**src/rtl/ctrl_fsm.sv**
```systemverilog
// Multicycle control FSM for the integer datapath: FETCH -> DECODE -> EXEC -> WB per instruction.
// Handles RV32I R-type ALU ops and the M-extension MUL group; anything else traps to HALT.
module ctrl_fsm #(
    parameter int pcmux_N     = 2,
    parameter int ifuresctl_N = 2,
    parameter int MU_TIMEOUT  = 64
) (
    input  logic                                     clk,
    input  logic                                     rst_n,
    input  logic                                     run,
    input  logic [6:0]                               opcode,
    input  logic [2:0]                               func3,
    input  logic [1:0]                               func7b50,
    input  logic                                     exdone,
    output logic [(pcmux_N > 1 ? $clog2(pcmux_N) : 1)-1:0]         pcmuxctl,
    output logic                                     pcnextctl,
    output logic                                     instrre,
    output logic                                     regre,
    output logic                                     regwe,
    output logic                                     mulstart,
    output logic [3:0]                               aluctl,
    output logic [1:0]                               mulctl,
    output logic [(ifuresctl_N > 1 ? $clog2(ifuresctl_N) : 1)-1:0] ifuresctl,
    output logic                                     halted,
    output logic [1:0]                               err_code,
    output logic [31:0]                              instret
);

    localparam int PW = (pcmux_N > 1) ? $clog2(pcmux_N) : 1;
    localparam int IW = (ifuresctl_N > 1) ? $clog2(ifuresctl_N) : 1;
    localparam int CW = $clog2(MU_TIMEOUT + 1);

    localparam logic [6:0] OP_RTYPE    = 7'b0110011;
    localparam logic [1:0] ERR_NONE    = 2'd0;
    localparam logic [1:0] ERR_OPCODE  = 2'd1;
    localparam logic [1:0] ERR_FUNC    = 2'd2;
    localparam logic [1:0] ERR_TIMEOUT = 2'd3;

    typedef enum logic [2:0] {
        IDLE   = 3'd0,
        FETCH  = 3'd1,
        DECODE = 3'd2,
        EXEC   = 3'd3,
        WB     = 3'd4,
        HALT   = 3'd5
    } state_t;

    state_t        state;
    logic          mu_op;
    logic [CW-1:0] cnt;
    logic [1:0]    dec_err;
    logic          dec_mu;

    // The PC always advances by 4 in this core.
    assign pcmuxctl = PW'(0);

    always_comb begin
        dec_err = ERR_NONE;
        dec_mu  = 1'b0;
        if (opcode != OP_RTYPE) begin
            dec_err = ERR_OPCODE;
        end else begin
            case (func7b50)
                2'b00: dec_err = ERR_NONE;
                2'b01: begin
                    if (func3[2]) dec_err = ERR_FUNC;
                    else          dec_mu  = 1'b1;
                end
                2'b10: begin
                    if (!(func3 == 3'b000 || func3 == 3'b101)) dec_err = ERR_FUNC;
                end
                default: dec_err = ERR_FUNC;
            endcase
        end
    end

    always_ff @(posedge clk) begin
        if (!rst_n) begin
            state     <= IDLE;
            mu_op     <= 1'b0;
            cnt       <= '0;
            pcnextctl <= 1'b0;
            instrre   <= 1'b0;
            regre     <= 1'b0;
            regwe     <= 1'b0;
            mulstart  <= 1'b0;
            aluctl    <= 4'd0;
            mulctl    <= 2'd0;
            ifuresctl <= IW'(0);
            halted    <= 1'b0;
            err_code  <= ERR_NONE;
            instret   <= 32'd0;
        end else begin
            instrre   <= 1'b0;
            regre     <= 1'b0;
            regwe     <= 1'b0;
            pcnextctl <= 1'b0;
            mulstart  <= 1'b0;
            case (state)
                IDLE: begin
                    if (run) begin
                        state   <= FETCH;
                        instrre <= 1'b1;
                    end
                end
                FETCH: begin
                    state <= DECODE;
                    regre <= 1'b1;
                end
                DECODE: begin
                    if (dec_err != ERR_NONE) begin
                        state    <= HALT;
                        halted   <= 1'b1;
                        err_code <= dec_err;
                    end else begin
                        state     <= EXEC;
                        aluctl    <= {func7b50[1], func3};
                        mulctl    <= func3[1:0];
                        ifuresctl <= IW'(dec_mu);
                        mu_op     <= dec_mu;
                        mulstart  <= dec_mu;
                        cnt       <= CW'(1);
                    end
                end
                EXEC: begin
                    // exdone in the first MU cycle belongs to a previous op and is ignored.
                    if (!mu_op || (cnt != CW'(1) && exdone)) begin
                        state     <= WB;
                        regwe     <= 1'b1;
                        pcnextctl <= 1'b1;
                    end else if (cnt == CW'(MU_TIMEOUT)) begin
                        state    <= HALT;
                        halted   <= 1'b1;
                        err_code <= ERR_TIMEOUT;
                    end else begin
                        cnt <= cnt + CW'(1);
                    end
                end
                WB: begin
                    instret <= instret + 32'd1;
                    if (run) begin
                        state   <= FETCH;
                        instrre <= 1'b1;
                    end else begin
                        state     <= IDLE;
                        aluctl    <= 4'd0;
                        mulctl    <= 2'd0;
                        ifuresctl <= IW'(0);
                    end
                end
                HALT: state <= HALT;
                default: state <= IDLE;
            endcase
        end
    end

endmodule

```
**config.mk**
```make
export PLATFORM = sky130hd
export DESIGN_NAME = ctrl_fsm
export DESIGN_NICKNAME = d
export VERILOG_FILES = /design/src/rtl/ctrl_fsm.sv
export SDC_FILE = /design/constraint.sdc
export NUM_CORES = 1
export LEC_CHECK = 0
export ABC_CLOCK_PERIOD_IN_PS = 3500
export BUFFER_PORTS_ARGS = -buffer_cell sky130_fd_sc_hd__buf_2
export CAP_MARGIN = 10
export CELL_PAD_IN_SITES_DETAIL_PLACEMENT = 0
export CELL_PAD_IN_SITES_GLOBAL_PLACEMENT = 2
export CORE_UTILIZATION = 33
export CTS_CLUSTER_SIZE = 25
export DETAILED_ROUTE_END_ITERATION = 7
export HOLD_SLACK_MARGIN = 0.1
export PLACE_DENSITY = 0.85
export SLEW_MARGIN = 20
export SYNTH_ARGS = -nofsm -noshare
export SYNTH_HDL_FRONTEND = slang
export SYNTH_SLANG_ARGS = --single-unit
```
**constraint.sdc**
```tcl
create_clock -name clk -period 3.5 [get_ports clk]
set_input_delay 0.7 -clock clk [delete_from_list [all_inputs] [get_ports clk]]
set_output_delay 0.7 -clock clk [all_outputs]
set_load 0.01 [all_outputs]
```
==> summary.md, run 1 <==
| Metric | Value |
|---|---|
| Area leader, netlist | `dfxtp_1` |
| Seq pwr share | `a little under three fifths` |
| CTS tree | `done` |
| Fin Clk Skew | `0.00634 ns` |
| ANT nets after route | `0` |
| Hold path cells | `2` |
| CORE AREA | `between 7000 and 8000 um^2` |
| Nets | `between 300 and 400` |
| Hold Buf Count CTS | `0` |
| Area growth, synth to finish | `16.4%` |
| First DRT Iteration DRCs | `74` |
| Placed cell count | `around 470` |
| Largest net degree at the start of global routing | `31` |
| Die height | `about 93 um` |
| Crit path time final | `~2.5 ns` |
| Top-count cell post-synth | `dfxtp_1` |
| Initial antenna violation count | `0` |
| Synth cell types | `47` |
| CTS resizes | `0` |
| Number of H-tree levels | `2` |
| R2R depth | `4` |
| WL per Instance | `between 15 and 20 um` |
| GRT Total Usage | `between 15 and 20%` |
| Switching power total | `around 0.00026 W` |
| Critical path class | `reg -> reg` |
| Via count | `2692` |
| Setup violations, final | `0` |
| Clock share of power | `approximately 38%` |
| WP data arrival | `2.72 ns` |
| Share of layout cells above drive strength 1 | `19.8%` |
| Row Count | `32` |
| Pwr Density | `350 nW/um^2` |
| Type of origin of the critical path | `flip-flop` |
| Syn Inst Count | `around 330` |
| Synth top area share | `39.9%` |
| RSZ-0062 raised after global routing | `no` |
| Grt ovf | `0` |
| Post-layout util | `around two fifths` |
| First-pass GRT wire length | `approximately 12000 um` |
| Switch share | `between 20 and 25%` |
| Fill cell total of the finished layout | `832` |
| Port-buffer cells | `62` |
| Final period utilization | `a little over 70%` |
| CTS Buffer Depth | `2` |
| Clock sinks | `55` |
| Comb power frac | `roughly 5%` |
| Final std cells w/o fill | `480` |
| Ys Warns | `0` |
| Multi-input logic area | `~1500 um^2` |
| Max-Cap Viols | `0` |
| Die area | `8730 um^2` |
| CP endpoint kind | `flip-flop` |
| Post-CTS Setup Inserts | `0` |
| Max-slew violation count | `0` |
| Worst Hold Class | `reg -> reg` |
| Final Hold Fails | `0` |
| Slew headroom | `roughly 31%` |
| Vias/cell | `5.61` |
| Maximum clock frequency | `slightly above 0.4 GHz` |
| GP Congestion | `just under 0.8` |
| Clock Latency Late Sink | `0.31 ns` |
| P_int | `0.000862 W` |
| Avg Inst Size Synth | `between 8 and 9 um^2` |
| Register area | `about 1100 um^2` |
| Post-route DRC | `0` |
| Top cells by count, synth | `55 x dfxtp_1, 38 x a21oi_1, 24 x or4_1` |
| Post-synth top flop | `dfxtp_1` |
| I/O Pins | `between 60 and 70` |
| P_leak | `1.17 nW` |
| Die width | `93.4 um` |
| Setup_tns | `0 ns` |
| CTS clk-pin slew, worst paths | `approximately 0.1 ns` |
| Seq/Total Area, Yosys | `about two fifths` |
| Drt first pass iters | `4` |
| FF+latch count, synth | `55` |
| Async S/R FF share, synth | `0%` |
| Root Driver | `clkbuf_8` |
| Final WL | `~7300 um` |
| Initial Utilization | `35.0%` |
| Hold Slack | `0.501 ns` |
| Crit Path Max Fanout | `16` |
| Ranking of synthesized cells by area | `dfxtp_1 40%, a21oi_1 6.9%, or4_1 6.5%` |
| Req. time, crit path | `roughly 3.7 ns` |
| Detailed Place HPWL | `about 5100 um` |
| Vias in the first global route | `~2300` |
| Status | `finished clean` |
| Least-Margin Pin Slew | `slightly above 1 ns` |
| Syn Nets | `roughly 350` |
| Mapped Area | `~2800 um^2` |
| Maximum vdd drop | `between 0.00015 and 0.0002 V` |
| Post-synth EDFFs | `0` |
| Total CTS buffers | `5` |
| Antenna cells | `0` |
## flip-flops by register name, summed over array words and instances (netlist names)
signal / flops
aluctl: 4
cnt: 7
err_code: 2
halted: 1
ifuresctl: 1
instret: 32
instrre: 1
mu_op: 1
mulstart: 1
regre: 1
regwe: 1
state: 3
## final timing paths
path,startpoint,end,slack [ns]
min,cnt[4],cnt[4],0.50
max reg2reg,state[2],instret[28],1.01
min reg2reg,cnt[4],cnt[4],0.50
max,state[2],instret[28],1.01
## cells in the final DEF, fill, tap and decap left out, types with 15 or more instances in the layout
| cell type | count |
|---|---|
| nand4_1 | 15 |
| o31ai_1 | 20 |
| nand2_1 | 20 |
| dfxtp_1 | 55 |
| buf_2 | 62 |
| o21ai_0 | 16 |
| nand3_1 | 17 |
| or4_1 | 24 |
| a21oi_1 | 38 |
| nor2_1 | 18 |
## cell families after synthesis
logic type / synth area share [%]
AOI/OAI and AO/OA: 21.0
xor gates and xnor gates: 2.54
adders and majority gates: 1.81
buffers and inverters: 4.67
DFF: 39.9
muxes: 0.726
other: 0.136
and+or+nand+nor: 29.2
## power groups by stage
stage,sequential (W),clock [W],combinational (W)
floorplan,0.000651,0,0.0000368
global placement,0.000653,0,0.0000577
detailed placement,0.000654,0,0.0000576
CTS,0.000639,0.000443,0.0000578
global route,0.000641,0.000467,0.0000637
finish,0.000639,0.000426,0.0000572
## metrics by stage
stage / setup slack [ns] / instance area, um^2 / power (W)
after floorplan: 1.39 / 2760 / 0.000688
after global placement: 0.994 / 3100 / 0.000711
after detailed placement: 1.00 / 3100 / 0.000712
after CTS: 1.01 / 3210 / 0.00114
after global routing: 0.824 / 3210 / 0.00117
final: 1.01 / 3210 / 0.00112
## per-layer routing
metal / global-route usage [%] / vias up / share of wire [%]
met1: 23.6 / 1291 / 51
met5: 0 / - / 0
met4: 3.85 / 0 / 0.81
met3: 3.09 / 4 / 4.0
li1: - / 1343 / -
met2: 26.6 / 54 / 44
## final cells by class
| cell class | count | share of cell area [%] |
|---|---|---|
| inverter | 6 | 0.701 |
| sequential | 55 | 34.3 |
| clock inverter | 2 | 1.17 |
| timing repair buffer | 64 | 10.1 |
| multi-input combinational | 246 | 47.6 |
| tap | 102 | 3.98 |
| clock buffer | 5 | 2.14 |
## critical path, stage by stage (launching register included)
cell and delay (ns):
dfxtp_1 0.50, nor3b_2 0.50, nand4_1 0.58, or4_1 0.68, a21oi_1 0.15
Note: power is estimated with default switching activity, not from simulation.
==> run 2: changes to the inputs <==
--- a/config.mk
+++ b/config.mk
@@ -5,16 +5,16 @@
 export SDC_FILE = /design/constraint.sdc
 export NUM_CORES = 1
 export LEC_CHECK = 0
-export ABC_CLOCK_PERIOD_IN_PS = 3500
+export ABC_CLOCK_PERIOD_IN_PS = 2400
 export BUFFER_PORTS_ARGS = -buffer_cell sky130_fd_sc_hd__buf_2
 export CAP_MARGIN = 10
 export CELL_PAD_IN_SITES_DETAIL_PLACEMENT = 0
 export CELL_PAD_IN_SITES_GLOBAL_PLACEMENT = 2
-export CORE_UTILIZATION = 33
+export CORE_UTILIZATION = 31
 export CTS_CLUSTER_SIZE = 25
 export DETAILED_ROUTE_END_ITERATION = 7
 export HOLD_SLACK_MARGIN = 0.1
-export PLACE_DENSITY = 0.85
+export PLACE_DENSITY = 0.81
 export SLEW_MARGIN = 20
 export SYNTH_ARGS = -nofsm -noshare
 export SYNTH_HDL_FRONTEND = slang
==> constraint.sdc (replaced) <==
create_clock -name clk -period 2.4 [get_ports clk]
set_input_delay 0.48 -clock clk [delete_from_list [all_inputs] [get_ports clk]]
set_output_delay 0.48 -clock clk [all_outputs]
set_load 0.01 [all_outputs]
==> run 2 against run 1 <==
Cell count up 4.0%. Total power increased by 46%. Via count up 0.52%. Core utilization decreased by 2.5 points. Critical endpoint unchanged.
==> summary.md, run 2 (same netlist as run 1, synthesis figures left out) <==
| Metric | Value |
|---|---|
| Status | `finished clean` |
| Port-buffer cells | `62` |
| CTS tree | `done` |
| Maximum vdd drop | `around 0.00029 V` |
| Clock Latency Late Sink | `between 0.3 and 0.4 ns` |
| Max-Cap Viols | `0` |
| Largest net degree at the start of global routing | `22` |
| Clock sinks | `55` |
| Most used cell, CP | `or4_1` |
| CTS clk-pin slew, worst paths | `about 0.10 ns` |
| Post-route DRC | `0` |
| WP data arrival | `2.44 ns` |
| Antenna cells | `0` |
| Vias in the first global route | `about 2400` |
| Post-CTS Setup Inserts | `0` |
| Crit path time final | `2.20 ns` |
| Most frequent cells in the layout | `62 x buf_2, 55 x dfxtp_1, 38 x a21oi_1` |
| M1 WL | `between 3000 and 4000 um` |
| GRT Total Usage | `between 10% and 20%` |
| Type of origin of the critical path | `flip-flop` |
| GP Congestion | `about 0.77` |
| Slew headroom | `around 48%` |
| Seq pwr share | `a little under three fifths` |
| Grt ovf | `0` |
| Switch share | `a little under a quarter` |
| Initial Utilization | `31.8%` |
| Slowest library cell on the worst path | `or4_1` |
| CP Cell Sequence | `ha_1 -> nand3_1 -> or4_1 -> or4_1 -> a21oi_1` |
| Nets | `between 400 and 500` |
| Vias/cell | `between 5 and 6` |
| P_leak | `1.23 nW` |
| First DRT Iteration DRCs | `roughly 160` |
| I/O Pins | `64` |
| Final period utilization | `91.8%` |
| Via count | `about 2700` |
| Initial antenna violation count | `0` |
| Row Count | `34` |
| WL per Instance | `14.4 um` |
| First-pass GRT wire length | `approximately 12000 um` |
| Critical path class | `reg -> reg` |
| CORE AREA | `8680 um^2` |
| Worst Hold Class | `in -> reg` |
| Max-slew violation count | `0` |
| Die width | `around 96 um` |
| Hold Buf Count CTS | `0` |
| Die area | `around 9300 um^2` |
| Worst path max stage delay | `0.61 ns` |
| P_int | `roughly 0.0013 W` |
| Setup violations, final | `0` |
| Fin Clk Skew | `~0.0095 ns` |
| Req. time, crit path | `between 2 and 3 ns` |
| Worst Setup SP | `instret[0]` |
| RSZ-0062 raised after global routing | `no` |
| Final WL | `slightly above 7000 um` |
| Least-Margin Pin Slew | `between 0.7 and 0.8 ns` |
| CTS Buffer Depth | `2` |
| Drt first pass iters | `5` |
| Clock share of power | `a little under two fifths` |
| Detailed Place HPWL | `roughly 5200 um` |
| Min-delay src | `run` |
| Pwr Density | `between 400 and 500 nW/um^2` |
| CP endpoint kind | `flip-flop` |
| Setup_tns | `0 ns` |
| Top Registers | `instret x32, cnt x7, aluctl x4` |
| Maximum clock frequency | `0.454 GHz` |
| Most common cell after layout, fill and taps aside | `buf_2` |
| Max FFs per register | `32` |
| CTS resizes | `0` |
| Total CTS buffers | `5` |
| Largest reg by FF count | `instret` |
| Share of layout cells above drive strength 1 | `22.3%` |
| Switching power total | `~0.00037 W` |
| Root Driver | `clkbuf_8` |
| Die height | `~96 um` |
| Fill cell total of the finished layout | `923` |
| ANT nets after route | `0` |
| Crit Path Max Fanout | `14` |
| Number of H-tree levels | `2` |
| Met3 routed WL | `about 320 um` |
| Hold Slack | `~0.43 ns` |
| Comb power frac | `around 6%` |
| Area growth, synth to finish | `20.1%` |
| Top sig layer | `met4` |
| Critical R2R Launch | `instret[0]` |
| Final Hold Fails | `0` |
| Met2 WL post-DR | `3230 um` |
## run 2: final timing paths
kind / slack [ns] / endpoint / cells past startpoint
worst max-delay path: 0.20 / instret[28] / 5
worst min register to register: 0.50 / cnt[4] / 2
worst min-delay path: 0.43 / instrre / 3
worst max register to register: 0.20 / instret[28] / 5
## run 2: area by class of cell
type                       instances  area [um^2]  area share (%)
inverter                           6         22.5           0.680
sequential                        55         1100            33.2
clock inverter                     1         30.0           0.907
tap                              108          135            4.08
clock buffer                       6         72.6            2.19
multi-input combinational        246         1530            46.1
timing repair buffer              77          423            12.8
## run 2: metal layers
layer | vias up | GRT usage (%)
li1 | 1364 | -
met1 | 1283 | 22.2
met2 | 55 | 26.6
met3 | 4 | 3.24
met4 | 0 | 3.68
met5 | - | 0
## run 2: worst max-delay path: cells and delay by family (launching register included)
kind            cells  cell delay [ns]
flops               1             0.44
fa+ha+maj           1             0.30
simple gates        3             1.23
compound gates      1             0.15
## run 2: power groups by stage
stage	clock [W]	sequential, W	combinational [W]
floorplan	0	0.000949	0.0000537
global placement	0	0.000948	0.0000990
detailed placement	0	0.000949	0.0000987
finish	0.000610	0.000928	0.0000982
CTS	0.000637	0.000928	0.0000990
global route	0.000675	0.000930	0.000109
## run 2: through the flow
stage	setup slack (ns)	cells	cell area (um^2)	utilization [%]	total power (W)
floorplan	0.420	329	2760	-	0.00100
global placement	0.303	492	3210	37.0	0.00105
detailed placement	0.225	492	3210	37.0	0.00105
CTS	0.190	499	3310	38.2	0.00166
global route	0.0182	499	3310	38.2	0.00171
finish	0.198	499	3310	38.2	0.00164
==> run 3: changes to the inputs <==
--- a/config.mk
+++ b/config.mk
@@ -8,13 +8,12 @@
 export ABC_CLOCK_PERIOD_IN_PS = 2400
 export BUFFER_PORTS_ARGS = -buffer_cell sky130_fd_sc_hd__buf_2
 export CAP_MARGIN = 10
-export CELL_PAD_IN_SITES_DETAIL_PLACEMENT = 0
-export CELL_PAD_IN_SITES_GLOBAL_PLACEMENT = 2
-export CORE_UTILIZATION = 31
+export CORE_UTILIZATION = 54
 export CTS_CLUSTER_SIZE = 25
 export DETAILED_ROUTE_END_ITERATION = 7
 export HOLD_SLACK_MARGIN = 0.1
-export PLACE_DENSITY = 0.81
+export PLACE_DENSITY = 0.82
+export SETUP_SLACK_MARGIN = 0.5
 export SLEW_MARGIN = 20
 export SYNTH_ARGS = -nofsm -noshare
 export SYNTH_HDL_FRONTEND = slang
==> run 3 against run 2 <==
Maximum frequency is 8.3% higher. Via count grew 11%. Count of clock-buffer cells in the layout increased by 1. Largest power group unchanged.
==> summary.md, run 3 (same netlist as run 1, synthesis figures left out) <==
| Metric | Value |
|---|---|
| Status | `finished clean` |
| GRT Total Usage | `26.4%` |
| Share of layout cells above drive strength 1 | `38.2%` |
| Max-Cap Viols | `0` |
| Maximum vdd drop | `0.000336 V` |
| P_leak | `between 1 and 1.5 nW` |
| Nets | `between 400 and 500` |
| Setup_tns | `0 ns` |
| Fin Clk Skew | `about 0.0063 ns` |
| WL per Instance | `around 16 um` |
| Type of origin of the critical path | `flip-flop` |
| Hold path cells | `3` |
| Area growth, synth to finish | `31.5%` |
| Via count | `between 2000 and 3000` |
| Die area | `~5400 um^2` |
| Critical path class | `reg -> reg` |
| Crit Path Max Fanout | `7` |
| WP data arrival | `approximately 2.3 ns` |
| Worst Hold Class | `in -> reg` |
| RR Endpoint | `instret[25]` |
| Die height | `about 73 um` |
| I/O Pins | `64` |
| Vias in the first global route | `2525` |
| CTS tree | `done` |
| Final Hold Fails | `0` |
| Total CTS buffers | `5` |
| Reg2Reg Setup Slack | `approximately 0.37 ns` |
| Min-delay src | `run` |
| Post-layout util | `around 75%` |
| Top Registers | `instret x32, cnt x7, aluctl x4` |
| Critical R2R Launch | `instret[10]` |
| GP Congestion | `just over 0.8` |
| Clock sinks | `between 50 and 60` |
| Hold Path End | `instrre` |
| CP endpoint kind | `flip-flop` |
| Slew headroom | `a little over two fifths` |
| Die width | `between 70 and 80 um` |
| Row Count | `25` |
| Pwr Density | `about 420 nW/um^2` |
| Post-route DRC | `0` |
| Most common cell after layout, fill and taps aside | `buf_2` |
| Final period utilization | `between 80% and 90%` |
| Max FFs per register | `32` |
| Root Driver | `clkbuf_8` |
| RSZ-0062 raised after global routing | `yes` |
| Antenna cells | `0` |
| Fill cell total of the finished layout | `approximately 350` |
| Grt ovf | `0` |
| R2R depth | `4` |
| First-pass GRT wire length | `approximately 11000 um` |
| Least-Margin Pin Slew | `0.862 ns` |
| Crit path time final | `2.03 ns` |
| Setup violations, final | `0` |
| Most frequent cells in the layout | `62 x buf_2, 35 x dfxtp_1, 31 x a21oi_1` |
| Initial Utilization | `a little under three fifths` |
| CTS clk-pin slew, worst paths | `around 0.09 ns` |
| Largest reg by FF count | `instret` |
| Max-slew violation count | `0` |
| Hold Slack | `between 0.4 and 0.5 ns` |
| Req. time, crit path | `between 2 and 3 ns` |
| Port-buffer cells | `62` |
| CTS Buffer Depth | `2` |
| CORE AREA | `4820 um^2` |
| Detailed Place HPWL | `roughly 4600 um` |
| Final WL | `7880 um` |
| Drt first pass iters | `5` |
| Maximum clock frequency | `0.492 GHz` |
| Number of H-tree levels | `2` |
| Initial antenna violation count | `0` |
| Clock Latency Late Sink | `roughly 0.31 ns` |
| Vias/cell | `6.20` |
| Largest net degree at the start of global routing | `17` |
| ANT nets after route | `0` |
| First DRT Iteration DRCs | `between 200 and 250` |
==> run 3: cell types whose count changed in the layout (fill, tap and decap cells not counted), moves of 7 or more <==
cell     before  now
dfxtp_1      55   35
or4_1        24   15
a21oi_2       0    7
buf_4        15   30
dfxtp_2       0   15
buf_6         0    7
a21oi_1      38   31
or4_4         0   11
==> run 3: critical path, cell delays in order, from the launching register on <==
cell,delay (ns)
dfxtp_2,0.39
nand4_1,0.25
or4_4,0.65
or4_4,0.56
a21oi_2,0.12
==> run 3: routing by layer <==
layer / track usage (%) / vias to the layer above / part of all wire (%) / wire length [um]
met5: 0 / - / 0 / 0
met2: 45.7 / 126 / 50 / 3980
met4: 7.91 / 0 / 1.6 / 127
met1: 33.2 / 1423 / 42 / 3340
met3: 5.08 / 18 / 5.6 / 438
li1: - / 1426 / - / -
==> run 3: area by class of cell <==
cell class,instances,area [um^2],share of cell area (%)
Clock buffer,7,76.3,2.10
Sequential cell,55,1140,31.4
Tap cell,67,83.8,2.31
Inverter,6,22.5,0.621
Clock inverter,1,5.00,0.138
Multi-Input combinational cell,248,1690,46.5
Timing Repair Buffer,99,614,16.9
==> run 3: power by group <==
part	internal (W)	leakage (nW)	total, W	switching (W)
Sequential	0.000915	0.455	0.000923	0.00000739
Clock	0.000206	0.0422	0.000492	0.000287
Combinational	0.0000418	0.869	0.000102	0.0000601
==> run 3: how the worst max path moves through the flow <==
stage                startpoint     endpoint  slack (ns)  cells after the start
global route         instret[9]  instret[25]        0.33                      4
global placement      opcode[6]       cnt[3]        0.41                      6
CTS                  instret[0]  instret[26]        0.50                      5
finish              instret[10]  instret[25]        0.37                      4
detailed placement   instret[0]  instret[26]        0.35                      5
floorplan            instret[4]  instret[29]        0.50                      5
==> run 3: stage by stage <==
step           setup slack [ns]  cell area, um^2  cells  power [W]
2_1_floorplan             0.501             2770    329    0.00100
3_3_place_gp              0.405             3130    447    0.00104
3_5_place_dp              0.354             3130    447    0.00104
4_1_cts                   0.497             3360    469    0.00153
5_1_grt                   0.325             3630    483    0.00156
6_report                  0.367             3630    483    0.00152
==> run 3: repair_timing <==
action                                  CTS  global route
hold buffers                              0             0
resized for setup                        17            49
pin swaps                                 5            21
buffers inserted                         13            13
endpoints found under the setup margin   27            28
cloned                                    1             1
